### src/rtl/multi_cycle_controller.sv
// multi_cycle_controller: Moore control FSM for a multi-cycle MIPS-subset datapath.
// It supports R-type, ADDI, ADDIU, BEQ, J, LW, SW, LUI and ORI, and stalls on mem_ready.
// Optional build macro INSTR_COUNT_EN adds a 32-bit retired-instruction counter.
// Without the macro, instr_count is tied to zero.
module multi_cycle_controller #(
  parameter int unsigned STATE_W = 4
) (
  input  logic               clk,
  input  logic               rst_n,
  input  logic [5:0]         opcode,
  input  logic               zero,
  input  logic               mem_ready,
  output logic               PCWrite,
  output logic               PCWriteCond,
  output logic               IorD,
  output logic               MemRead,
  output logic               MemWrite,
  output logic               IRWrite,
  output logic               RegDst,
  output logic               MemtoReg,
  output logic               RegWrite,
  output logic               ALUSrcA,
  output logic [1:0]         ALUSrcB,
  output logic [2:0]         ALUOp,
  output logic [1:0]         PCSource,
  output logic               Ext_op,
  output logic               illegal_op,
  output logic [31:0]        instr_count,
  output logic [STATE_W-1:0] state_o
);

  localparam logic [5:0] OP_RTYPE = 6'b000000;
  localparam logic [5:0] OP_J     = 6'b000010;
  localparam logic [5:0] OP_BEQ   = 6'b000100;
  localparam logic [5:0] OP_ADDI  = 6'b001000;
  localparam logic [5:0] OP_ADDIU = 6'b001001;
  localparam logic [5:0] OP_ORI   = 6'b001101;
  localparam logic [5:0] OP_LUI   = 6'b001111;
  localparam logic [5:0] OP_LW    = 6'b100011;
  localparam logic [5:0] OP_SW    = 6'b101011;

  typedef enum logic [STATE_W-1:0] {
    IDLE     = STATE_W'(0),
    FETCH    = STATE_W'(1),
    DECODE   = STATE_W'(2),
    EXEC_R   = STATE_W'(3),
    WB_R     = STATE_W'(4),
    MEM_ADDR = STATE_W'(5),
    MEM_RD   = STATE_W'(6),
    WB_MEM   = STATE_W'(7),
    MEM_WR   = STATE_W'(8),
    BRANCH   = STATE_W'(9),
    JUMP     = STATE_W'(10),
    EXEC_I   = STATE_W'(11),
    WB_I     = STATE_W'(12)
  } state_e;

  state_e      state_q, state_d;
  logic [5:0]  op_q, op_d;

  // Registered control outputs, loaded from the decode of the next state.
  logic        jump_pcw_q, jump_pcw_d;
  logic        pcwc_q, pcwc_d;
  logic        iord_q, iord_d;
  logic        memrd_q, memrd_d;
  logic        memwr_q, memwr_d;
  logic        regdst_q, regdst_d;
  logic        memtoreg_q, memtoreg_d;
  logic        regwr_q, regwr_d;
  logic        srca_q, srca_d;
  logic [1:0]  srcb_q, srcb_d;
  logic [2:0]  aluop_q, aluop_d;
  logic [1:0]  pcsrc_q, pcsrc_d;
  logic        ext_q, ext_d;
  logic        retire_c;

  // zero drives the PC write enable in the datapath, not the controller.
  logic        unused_zero;
  assign unused_zero = zero;

  // Opcode legality check used by DECODE.
  function automatic logic op_legal(input logic [5:0] op);
    case (op)
      OP_RTYPE, OP_J, OP_BEQ, OP_ADDI, OP_ADDIU,
      OP_ORI, OP_LUI, OP_LW, OP_SW: op_legal = 1'b1;
      default:                      op_legal = 1'b0;
    endcase
  endfunction

  // Next-state logic, opcode latch, and output decode of the next state.
  always_comb begin
    state_d    = state_q;
    op_d       = op_q;
    jump_pcw_d = 1'b0;
    pcwc_d     = 1'b0;
    iord_d     = 1'b0;
    memrd_d    = 1'b0;
    memwr_d    = 1'b0;
    regdst_d   = 1'b0;
    memtoreg_d = 1'b0;
    regwr_d    = 1'b0;
    srca_d     = 1'b0;
    srcb_d     = 2'b00;
    aluop_d    = 3'b000;
    pcsrc_d    = 2'b00;
    ext_d      = 1'b0;

    case (state_q)
      IDLE:     state_d = FETCH;
      FETCH:    if (mem_ready) state_d = DECODE;
      DECODE: begin
        op_d = opcode;
        case (opcode)
          OP_RTYPE:                          state_d = EXEC_R;
          OP_LW, OP_SW:                      state_d = MEM_ADDR;
          OP_BEQ:                            state_d = BRANCH;
          OP_J:                              state_d = JUMP;
          OP_ADDI, OP_ADDIU, OP_LUI, OP_ORI: state_d = EXEC_I;
          default:                           state_d = FETCH;
        endcase
      end
      EXEC_R:   state_d = WB_R;
      WB_R:     state_d = FETCH;
      MEM_ADDR: state_d = (op_q == OP_LW) ? MEM_RD : MEM_WR;
      MEM_RD:   if (mem_ready) state_d = WB_MEM;
      WB_MEM:   state_d = FETCH;
      MEM_WR:   if (mem_ready) state_d = FETCH;
      BRANCH:   state_d = FETCH;
      JUMP:     state_d = FETCH;
      EXEC_I:   state_d = WB_I;
      WB_I:     state_d = FETCH;
      default:  state_d = IDLE;
    endcase

    case (state_d)
      FETCH: begin
        memrd_d = 1'b1;
        srcb_d  = 2'b01;
      end
      DECODE: begin
        srcb_d = 2'b11;
        ext_d  = 1'b1;
      end
      EXEC_R: begin
        srca_d  = 1'b1;
        aluop_d = 3'b010;
      end
      WB_R: begin
        regwr_d  = 1'b1;
        regdst_d = 1'b1;
      end
      MEM_ADDR: begin
        srca_d = 1'b1;
        srcb_d = 2'b10;
        ext_d  = 1'b1;
      end
      MEM_RD: begin
        memrd_d = 1'b1;
        iord_d  = 1'b1;
      end
      WB_MEM: begin
        regwr_d    = 1'b1;
        memtoreg_d = 1'b1;
      end
      MEM_WR: begin
        memwr_d = 1'b1;
        iord_d  = 1'b1;
      end
      BRANCH: begin
        srca_d  = 1'b1;
        aluop_d = 3'b001;
        pcwc_d  = 1'b1;
        pcsrc_d = 2'b01;
      end
      JUMP: begin
        jump_pcw_d = 1'b1;
        pcsrc_d    = 2'b10;
      end
      EXEC_I: begin
        srca_d = 1'b1;
        srcb_d = 2'b10;
        case (op_d)
          OP_LUI:  aluop_d = 3'b011;
          OP_ORI:  aluop_d = 3'b100;
          default: ext_d   = 1'b1;
        endcase
      end
      WB_I:    regwr_d = 1'b1;
      default: ;
    endcase
  end

  // State, latched opcode and registered control outputs.
  always_ff @(posedge clk or negedge rst_n) begin
    if (!rst_n) begin
      state_q    <= IDLE;
      op_q       <= 6'd0;
      jump_pcw_q <= 1'b0;
      pcwc_q     <= 1'b0;
      iord_q     <= 1'b0;
      memrd_q    <= 1'b0;
      memwr_q    <= 1'b0;
      regdst_q   <= 1'b0;
      memtoreg_q <= 1'b0;
      regwr_q    <= 1'b0;
      srca_q     <= 1'b0;
      srcb_q     <= 2'b00;
      aluop_q    <= 3'b000;
      pcsrc_q    <= 2'b00;
      ext_q      <= 1'b0;
    end else begin
      state_q    <= state_d;
      op_q       <= op_d;
      jump_pcw_q <= jump_pcw_d;
      pcwc_q     <= pcwc_d;
      iord_q     <= iord_d;
      memrd_q    <= memrd_d;
      memwr_q    <= memwr_d;
      regdst_q   <= regdst_d;
      memtoreg_q <= memtoreg_d;
      regwr_q    <= regwr_d;
      srca_q     <= srca_d;
      srcb_q     <= srcb_d;
      aluop_q    <= aluop_d;
      pcsrc_q    <= pcsrc_d;
      ext_q      <= ext_d;
    end
  end

  // IR/PC load in FETCH completes only on the cycle memory delivers the word.
  assign IRWrite     = (state_q == FETCH) && mem_ready;
  assign PCWrite     = jump_pcw_q || IRWrite;
  assign illegal_op  = (state_q == DECODE) && !op_legal(opcode);
  assign PCWriteCond = pcwc_q;
  assign IorD        = iord_q;
  assign MemRead     = memrd_q;
  assign MemWrite    = memwr_q;
  assign RegDst      = regdst_q;
  assign MemtoReg    = memtoreg_q;
  assign RegWrite    = regwr_q;
  assign ALUSrcA     = srca_q;
  assign ALUSrcB     = srcb_q;
  assign ALUOp       = aluop_q;
  assign PCSource    = pcsrc_q;
  assign Ext_op      = ext_q;
  assign state_o     = state_q;

  // An instruction retires on its final state's exit.
  always_comb begin
    retire_c = 1'b0;
    case (state_q)
      WB_R, WB_MEM, WB_I, BRANCH, JUMP: retire_c = 1'b1;
      MEM_WR:                           retire_c = mem_ready;
      default:                          retire_c = 1'b0;
    endcase
  end

`ifdef INSTR_COUNT_EN
  logic [31:0] cnt_q;

  // Retired-instruction counter; wraps silently.
  always_ff @(posedge clk or negedge rst_n) begin
    if (!rst_n)        cnt_q <= 32'd0;
    else if (retire_c) cnt_q <= cnt_q + 32'd1;
  end

  assign instr_count = cnt_q;
`else
  logic unused_retire;
  assign unused_retire = retire_c;
  assign instr_count   = 32'h0;
`endif

endmodule

### config.mk
export PLATFORM = sky130hd
export DESIGN_NAME = multi_cycle_controller
export DESIGN_NICKNAME = d
export VERILOG_FILES = /design/src/rtl/multi_cycle_controller.sv
export SDC_FILE = /design/constraint.sdc
export NUM_CORES = 1
export LEC_CHECK = 0
export CAP_MARGIN = 10
export CORE_AREA = 8 8 93 62
export DETAILED_ROUTE_END_ITERATION = 16
export DIE_AREA = 0 0 101 70
export PLACE_DENSITY = 0.74
export SYNTH_ARGS = -nofsm -noshare
export SYNTH_HDL_FRONTEND = slang
export SYNTH_SLANG_ARGS = --single-unit
export TNS_END_PERCENT = 20
### constraint.sdc
create_clock -name clk -period 1.97 [get_ports clk]
set_clock_uncertainty 0.2 [all_clocks]
set_input_delay 0.4925 -clock clk [delete_from_list [all_inputs] [get_ports clk]]
set_output_delay 0.4925 -clock clk [all_outputs]
set_load 0.1 [all_outputs]
---- Word level (Yosys, flattened, before mapping) ----
Cells that the tools add are included.
storage, ports and cells
  register bits after elaboration ......... 27
  input port bits ......................... 10
  logic and storage cells ................. 90
cells by class
  reductions and logical operators ........ 17
  multiplexer cells ....................... 23
  equal/unequal tests ..................... 35
operators with widths
  cell                count
  $eq 4x4->1 const B  10
  $eq 6x4->1 const B  6
  $eq 4x3->1 const B  8
  $pmux 4 s8          1
  $pmux 4 s5          1
  $eq 6x6->1 const B  3
  $eq 4x2->1 const B  4
  $mux 4              4
  $reduce_or 2->1     6
  $mux 1              11
  $pmux 3 s3          1
  $reduce_or 9->1     1
  $eq 4x1->1 const B  2
  $reduce_or 4->1     2
  $eq 6x2->1 const B  1
  $eq 6x3->1 const B  1
  $logic_not 6->1     1
  $mux 6              1
  $pmux 2 s3          1
  $pmux 3 s2          1
  $reduce_or 6->1     1
  $logic_not 4->1     1
  $pmux 2 s2          1
  $reduce_or 3->1     1
  other kinds (4)     5

---- Logic depth before layout (Yosys ltp) ----
Gate-level depths: netlist of the first run.
  depth in word-level cells ............... 7
  gate-level depth with buffers ........... 8
  gate-level depth less buffers ........... 7

---- Worst setup path before layout of the first run ----
Ideal clock, no wire load.
  kind .................................... flip-flop to output port
  start ................................... reg state_q[0], in the netlist state_o[0]
  end ..................................... out PCWrite
  arrival ................................. 3441 ps
  data required time ...................... 1277 ps
  setup slack ............................. -2163 ps
  stages on the path, launching flop included .. 6
  cells stage by stage .................... dfrtp_1 > buf_4 > and2b_1 > nand3_1 > nor2_1 > or2_2
between the ends
  cells in the longest elaborated chain, start to end .. 3
ends and longest elaborated chain
  what                      RTL line  text
  start: declaration        58        state_e state_q, state_d;
  start signal: assignment  212       state_q <= state_d;
  $eq 4x1->1                231       assign IRWrite = (state_q == FETCH) && mem_ready;
  $logic_and 1x1->1         231
  net IRWrite               18        output logic IRWrite,
  $logic_or 1x1->1          232       assign PCWrite = jump_pcw_q || IRWrite;
  end: declaration          13        output logic PCWrite,
The timed path passes the listed nets, and every way through them passes these cells.

---- Worst setup path after layout of the first run ----
  start ................................... in opcode[3]
  end ..................................... out illegal_op
between the ends
  cells in the longest elaborated chain, start to end .. 5
  elaborated cells on any way between the ends .. 13
ends and longest elaborated chain
  what                                RTL line  text
  start: declaration                  10        input logic [5:0] opcode,
  $eq 6x2->1 (tied with other cells)  83        case (op)
  $reduce_or 9->1 *                   83
  $mux 1 *                            83
  $logic_not 1->1 *                   233       assign illegal_op = (state_q == DECODE) && !op_legal(opcode);
  $logic_and 1x1->1 *                 233
  end: declaration                    27        output logic illegal_op,
Every way passes the cells marked *; elsewhere a longest branch is shown, timed or not.

==> results.json, run 1 <==
{
  "path_class": "in2out",
  "antenna_found_initial": 0,
  "cts_root_buf": "clkbuf_8",
  "routabilityCongestion": 0.814,
  "total_power_mw": 5.28,
  "path_cells": "buf_6, maj3_2, nor2_2, a31oi_1, o21a_1, o21a_4, buf_12",
  "avgSynthCellArea_um2": 9.90,
  "status": "finished, violations left",
  "rsz0062_at_grt": "true",
  "max_freq_mhz": 440,
  "synth_edf_count": 0,
  "grt_pass1_wl_mm": 7.41,
  "cts_tree": "yes",
  "synth-xor-area-share_pct": 0.536,
  "yosys_most_used_dff": "dfrtp_1",
  "n_antenna_cell": 0,
  "crit_buf_inv": 2,
  "hold_viol": 0,
  "drive_above_1_share_pct": 54.4,
  "synth_top_family_by_area": "simple AND/OR/NAND/NOR gates",
  "crit_required_ns": 1.28,
  "insertion_delay_ns": 0.27,
  "totalWireLength_mm": 4.72,
  "cp_slowest_cell": "maj3_2",
  "area_delta_synth_final_pct": 66.7,
  "drt-initial-drc-count": 87,
  "final_nets": 250,
  "critPathArrivalTime_ns": 1.58,
  "dp_slack_ns": -0.730,
  "multiInputGateArea_um2": 918,
  "clkTransAtPathRegs_ns": 0.09,
  "grt_pass1_vias": 1456,
  "busiest_layer": "met2",
  "end_kind": "output port",
  "ys_ff_latch": 26,
  "worstSetupStartpointType": "primary input",
  "io_buffers": 31,
  "core_mm2": 0.00437,
  "ios": 65,
  "first_pass_iters": 4,
  "h-tree-depth": 1,
  "cts_num_sinks": 26,
  "worst-path-max-fanout": 2,
  "use_met2_pct": 21.2,
  "finalSetupViolCount": 16,
  "postCtsHoldBufs": 0,
  "vdd_ir_drop_max_mv": 0.787,
  "leakagePower_nw": 1.25,
  "synth_cells": 165,
  "cap_violations": 0,
  "dp_hpwl_mm": 3.25,
  "yosysSeqAreaShare_pct": 39.8,
  "ant_nets": 0,
  "vias": 1399,
  "globalRouteTotalUtil_pct": 12.8,
  "die_y_um": 70,
  "nFillCells": 354,
  "cts_made_buffers": 3,
  "worst_slack_ns": -0.302,
  "dieArea_mm2": 0.00707,
  "die_w_um": 101,
  "async_flop_share_pct": 100,
  "hold_class": "reg2reg",
  "yosysUniqueCellTypes": 48,
  "yosys.area_share.simple_pct": 22.0,
  "synth_compound_area_share_pct": 12.1,
  "r2r-start": "state_o[1]$_DFF_PN0_",
  "regArea_um2": 661,
  "finalCritPeriodShare_pct": 115,
  "cts.path.max_buffers": 2,
  "overflow": 0,
  "crit_family": "compound AO/OA/AOI/OAI gates",
  "critPathMaxStageDelay_ns": 0.30,
  "synth_area_mm2": 0.00163,
  "violations": "setup timing",
  "wl_per_cell_um": 15.6,
  "viasPerCell": 4.63,
  "synth_mux_area_share_pct": 4.06,
  "drv_slew": 0,
  "use_met1_pct": 15.8,
  "fin_crit_ns": 2.27,
  "met3_usage_pct": 4.25,
  "rows": 19,
  "initial_core_util_pct": 37.4,
  "utilization_pct": 62.3,
  "setup.worst_path.start": "opcode[3]",
  "synthAdderAreaFrac_pct": 0.613,
  "synth_warnings": 0,
  "powerDensity_mw_per_mm2": 1940,
  "drt_drc_violations_left": 0,
  "grt_max_degree": 27,
  "min_from": "op_q[4]$_DFF_PN0_"
}
[metrics by stage]
step / std cells / hold WS [ns] / TNS [ns] / area, um2
floorplan: 196 / -0.00309 / -3.16 / 1810
global placement: 279 / 0.283 / -9.36 / 2330
detailed placement: 279 / 0.293 / -10.06 / 2330
CTS: 297 / 0.325 / -1.33 / 2590
global route: 302 / 0.338 / -2.83 / 2720
finish: 302 / 0.329 / -1.79 / 2720
[state kept, by name, indices dropped and copies added (netlist names)]
signal / count
MemRead: 1
state_o: 4
Ext_op: 1
ALUOp: 3
PCSource: 2
jump_pcw_q: 1
RegWrite: 1
op_q: 6
IorD: 1
ALUSrcA: 1
ALUSrcB: 2
RegDst: 1
MemWrite: 1
MemtoReg: 1
[cells in the final DEF (no fill, tap or decap), types with 4 or more instances in the layout]
cell type	synthesis	final
buf_4	37	39
conb_1	1	32
buf_12	0	23
dfrtp_1	26	22
buf_6	2	15
nand2_1	12	9
mux2_2	5	5
nand3_1	6	4
nand2b_1	4	4
nor3_2	0	4
[layout make-up]
class | instances | share of cell area [%]
clock buffers | 3 | 1.52
flip-flops and latches | 26 | 24.3
inverters | 5 | 0.965
well taps | 63 | 2.89
clock inverters | 1 | 1.10
repair buffers | 82 | 35.6
multi-input cells | 122 | 33.7
[synthesized netlist by cell type (all sizes together) (3+ instances only)]
master / n / area (um2)
a21oi: 6 / 30.0
buf: 42 / 315
dfrtp: 26 / 651
inv: 5 / 18.8
mux2: 5 / 56.3
nand2: 12 / 45.0
nand2b: 4 / 25.0
nand3: 6 / 30.0
nand4: 3 / 18.8
nor2: 8 / 37.5
nor2b: 3 / 18.8
nor3: 5 / 25.0
nor3b: 3 / 32.5
o21ai: 6 / 30.0
[logic make-up after synthesis]
group	after synthesis
and+or+nand+nor	55
buffers and inverters	48
AOI/OAI and AO/OA	27
DFF	26
muxes	6
adders and majority gates	1
other	1
xor gates and xnor gates	1
[where the power goes]
group          total [mW]  internal (mW)  leakage [nW]  switching (mW)
Combinational        3.92           1.55         0.883            2.37
Clock               0.444          0.272        0.0357           0.172
Sequential          0.913          0.740         0.333           0.173
Total                5.28           2.57          1.25            2.71
[layer usage]
| layer | vias to the layer above | share of wire, % |
|---|---|---|
| met4 | 0 | 0.62 |
| met3 | 4 | 6.6 |
| met2 | 59 | 50 |
| met5 | - | 0 |
| met1 | 686 | 43 |
| li1 | 650 | - |
[worst paths after layout]
path	slack (ns)	cells after the start	endpoint
worst max-delay path	-0.30	7	illegal_op
worst min register to register	0.33	1	op_q[4]$_DFF_PN0_
max in group asynchronous	0.90	2	state_o[0]$_DFF_PN0_
worst max register to register	-0.16	8	ALUSrcB[0]$_DFF_PN0_
worst min-delay path	0.33	1	op_q[4]$_DFF_PN0_
min in group asynchronous	0.38	2	RegWrite$_DFF_PN0_
[repair_timing]
action / CTS / global route
pin swaps: 12 / 12
setup buffers: 14 / 5
gates resized for setup: 41 / 24
setup endpoints to repair: 20 / 17
Power figures use the tool's default switching activity.
==> run 2, diff against run 1 <==
--- a/config.mk
+++ b/config.mk
@@ -10,4 +10,5 @@
 export DETAILED_ROUTE_END_ITERATION = 16
 export DIE_AREA = 0 0 101 70
+export HOLD_SLACK_MARGIN = 0.12
 export PLACE_DENSITY = 0.74
 export SYNTH_ARGS = -nofsm -noshare
==> constraint.sdc (replaced) <==
create_clock -name clk -period 1.97 [get_ports clk]
set_clock_uncertainty 0.2 [all_clocks]
set_input_delay 0.394 -clock clk [delete_from_list [all_inputs] [get_ports clk]]
set_output_delay 0.394 -clock clk [all_outputs]
set_load 0.1 [all_outputs]
==> run 2 against run 1 <==
  * The flow still finishes with violations (setup timing)
  * Critical path depth is 3 lower
  * Final area is 4.8% lower
  * Wire length is 6.7% lower
  * Die area stayed put
  * First-iteration DRC count is 54% lower
==> results.json, run 2 (same netlist as run 1, synthesis figures left out) <==
{
  "hold_viol": 0,
  "utilization_pct": 59.3,
  "largest_reg_flops": 6,
  "routabilityCongestion": 0.840,
  "max_freq_mhz": 460,
  "drt-initial-drc-count": 40,
  "violations": "setup timing",
  "final_nets": 247,
  "dp_slack_ns": -0.529,
  "die_y_um": 70,
  "drt_drc_violations_left": 0,
  "wl_per_cell_um": 14.7,
  "drive_above_1_share_pct": 48.7,
  "finalCritPeriodShare_pct": 110,
  "total_power_mw": 4.98,
  "grt_pass1_wl_mm": 7.01,
  "grt_pass1_vias": 1404,
  "hold_slack_ns": 0.292,
  "hold_class": "in2async",
  "met3_length_um": 296,
  "cts.path.max_buffers": 2,
  "nFillCells": 399,
  "cts_num_sinks": 26,
  "viasPerCell": 4.50,
  "vias": 1345,
  "wl_met1_mm": 1.88,
  "worst_slack_ns": -0.205,
  "core_mm2": 0.00437,
  "powerDensity_mw_per_mm2": 1920,
  "cap_violations": 0,
  "h-tree-depth": 1,
  "ant_nets": 0,
  "final_cells": 299,
  "antenna_found_initial": 0,
  "path_class": "reg2out",
  "dp.cells": 285,
  "postCtsHoldBufs": 0,
  "crit_required_ns": 1.38,
  "end_kind": "output port",
  "cts_made_buffers": 3,
  "routed.top_layer": "met3",
  "vdd_ir_drop_max_mv": 0.793,
  "dieArea_mm2": 0.00707,
  "wl_met2_mm": 2.22,
  "worstSetupStartpointType": "flop",
  "top_register": "op_q",
  "placed_cell_area_mm2": 0.00238,
  "area_delta_synth_final_pct": 58.7,
  "ios": 65,
  "n_antenna_cell": 0,
  "regArea_um2": 661,
  "clkTransAtPathRegs_ns": 0.09,
  "stdcell_area_mm2": 0.00259,
  "initial_core_util_pct": 37.4,
  "insertion_delay_ns": 0.27,
  "die_w_um": 101,
  "cts_tree": "yes",
  "worst-path-max-fanout": 5,
  "io_buffers": 31,
  "totalWireLength_mm": 4.40,
  "finalSetupViolCount": 13,
  "fin_crit_ns": 2.18,
  "finalSetupTns_ns": -1.40,
  "first_pass_iters": 4,
  "mostFrequentLayoutCells": "buf_4 (43), conb_1 (32), buf_12 (23), dfrtp_1 (22), nand2_1 (12)",
  "status": "finished, violations left",
  "grt_max_degree": 27,
  "multiInputGateArea_um2": 850,
  "overflow": 0,
  "critPathArrivalTime_ns": 1.58,
  "layout_commonest_cell": "buf_4",
  "globalRouteTotalUtil_pct": 12.1,
  "rows": 19,
  "drv_slew": 0,
  "rsz0062_at_grt": "true",
  "leakagePower_nw": 1.21,
  "cts_root_buf": "clkbuf_8",
  "dp_hpwl_mm": 3.34
}
==> run 2: worst max-delay path: stages, from the launching register on <==
cell and delay, ns:
dfrtp_4 0.54, nor4b_4 0.32, buf_6 0.16, o21a_4 0.13
buf_12 0.16
==> run 2: final cells by class <==
cell class                 count  area share, %
tap                           63           3.04
clock buffer                   3           1.59
timing repair buffer          79           34.9
clock inverter                 1           1.16
sequential                    26           25.5
inverter                       5           1.01
multi-input combinational    122           32.8
==> run 2: worst paths after layout <==
path | from | endpoint | slack [ns] | cells past startpoint
min in group clk | op_q[0]$_DFF_PN0_ | op_q[0]$_DFF_PN0_ | 0.31 | 1
max reg2reg | state_o[1]$_DFF_PN0_ | ALUOp[2]$_DFF_PN0_ | -0.18 | 8
min | rst_n | RegWrite$_DFF_PN0_ | 0.29 | 2
max | state_o[2]$_DFF_PN0_ | illegal_op | -0.21 | 4
max in group asynchronous | rst_n | state_o[0]$_DFF_PN0_ | 1.01 | 2
min reg2reg | op_q[0]$_DFF_PN0_ | op_q[0]$_DFF_PN0_ | 0.31 | 1
==> run 2: per-layer routing <==
| layer | GRT usage [%] | vias to the layer above |
|---|---|---|
| met5 | 0 | - |
| met4 | 1.48 | 0 |
| met3 | 4.06 | 0 |
| met2 | 19.8 | 45 |
| met1 | 15.2 | 655 |
| li1 | - | 645 |
==> run 2: repair_timing <==
item	in CTS	in global routing
pin swaps	9	6
endpoints found under the setup margin	17	16
resized for setup	23	15
buffers inserted	6	4
==> run 2: power breakdown <==
| part | switching (mW) | internal, mW | leakage (nW) | total, mW |
|---|---|---|---|---|
| combinational | 2.20 | 1.41 | 0.843 | 3.61 |
| clock | 0.169 | 0.272 | 0.0357 | 0.440 |
| sequential | 0.189 | 0.740 | 0.333 | 0.929 |
| total | 2.56 | 2.42 | 1.21 | 4.98 |
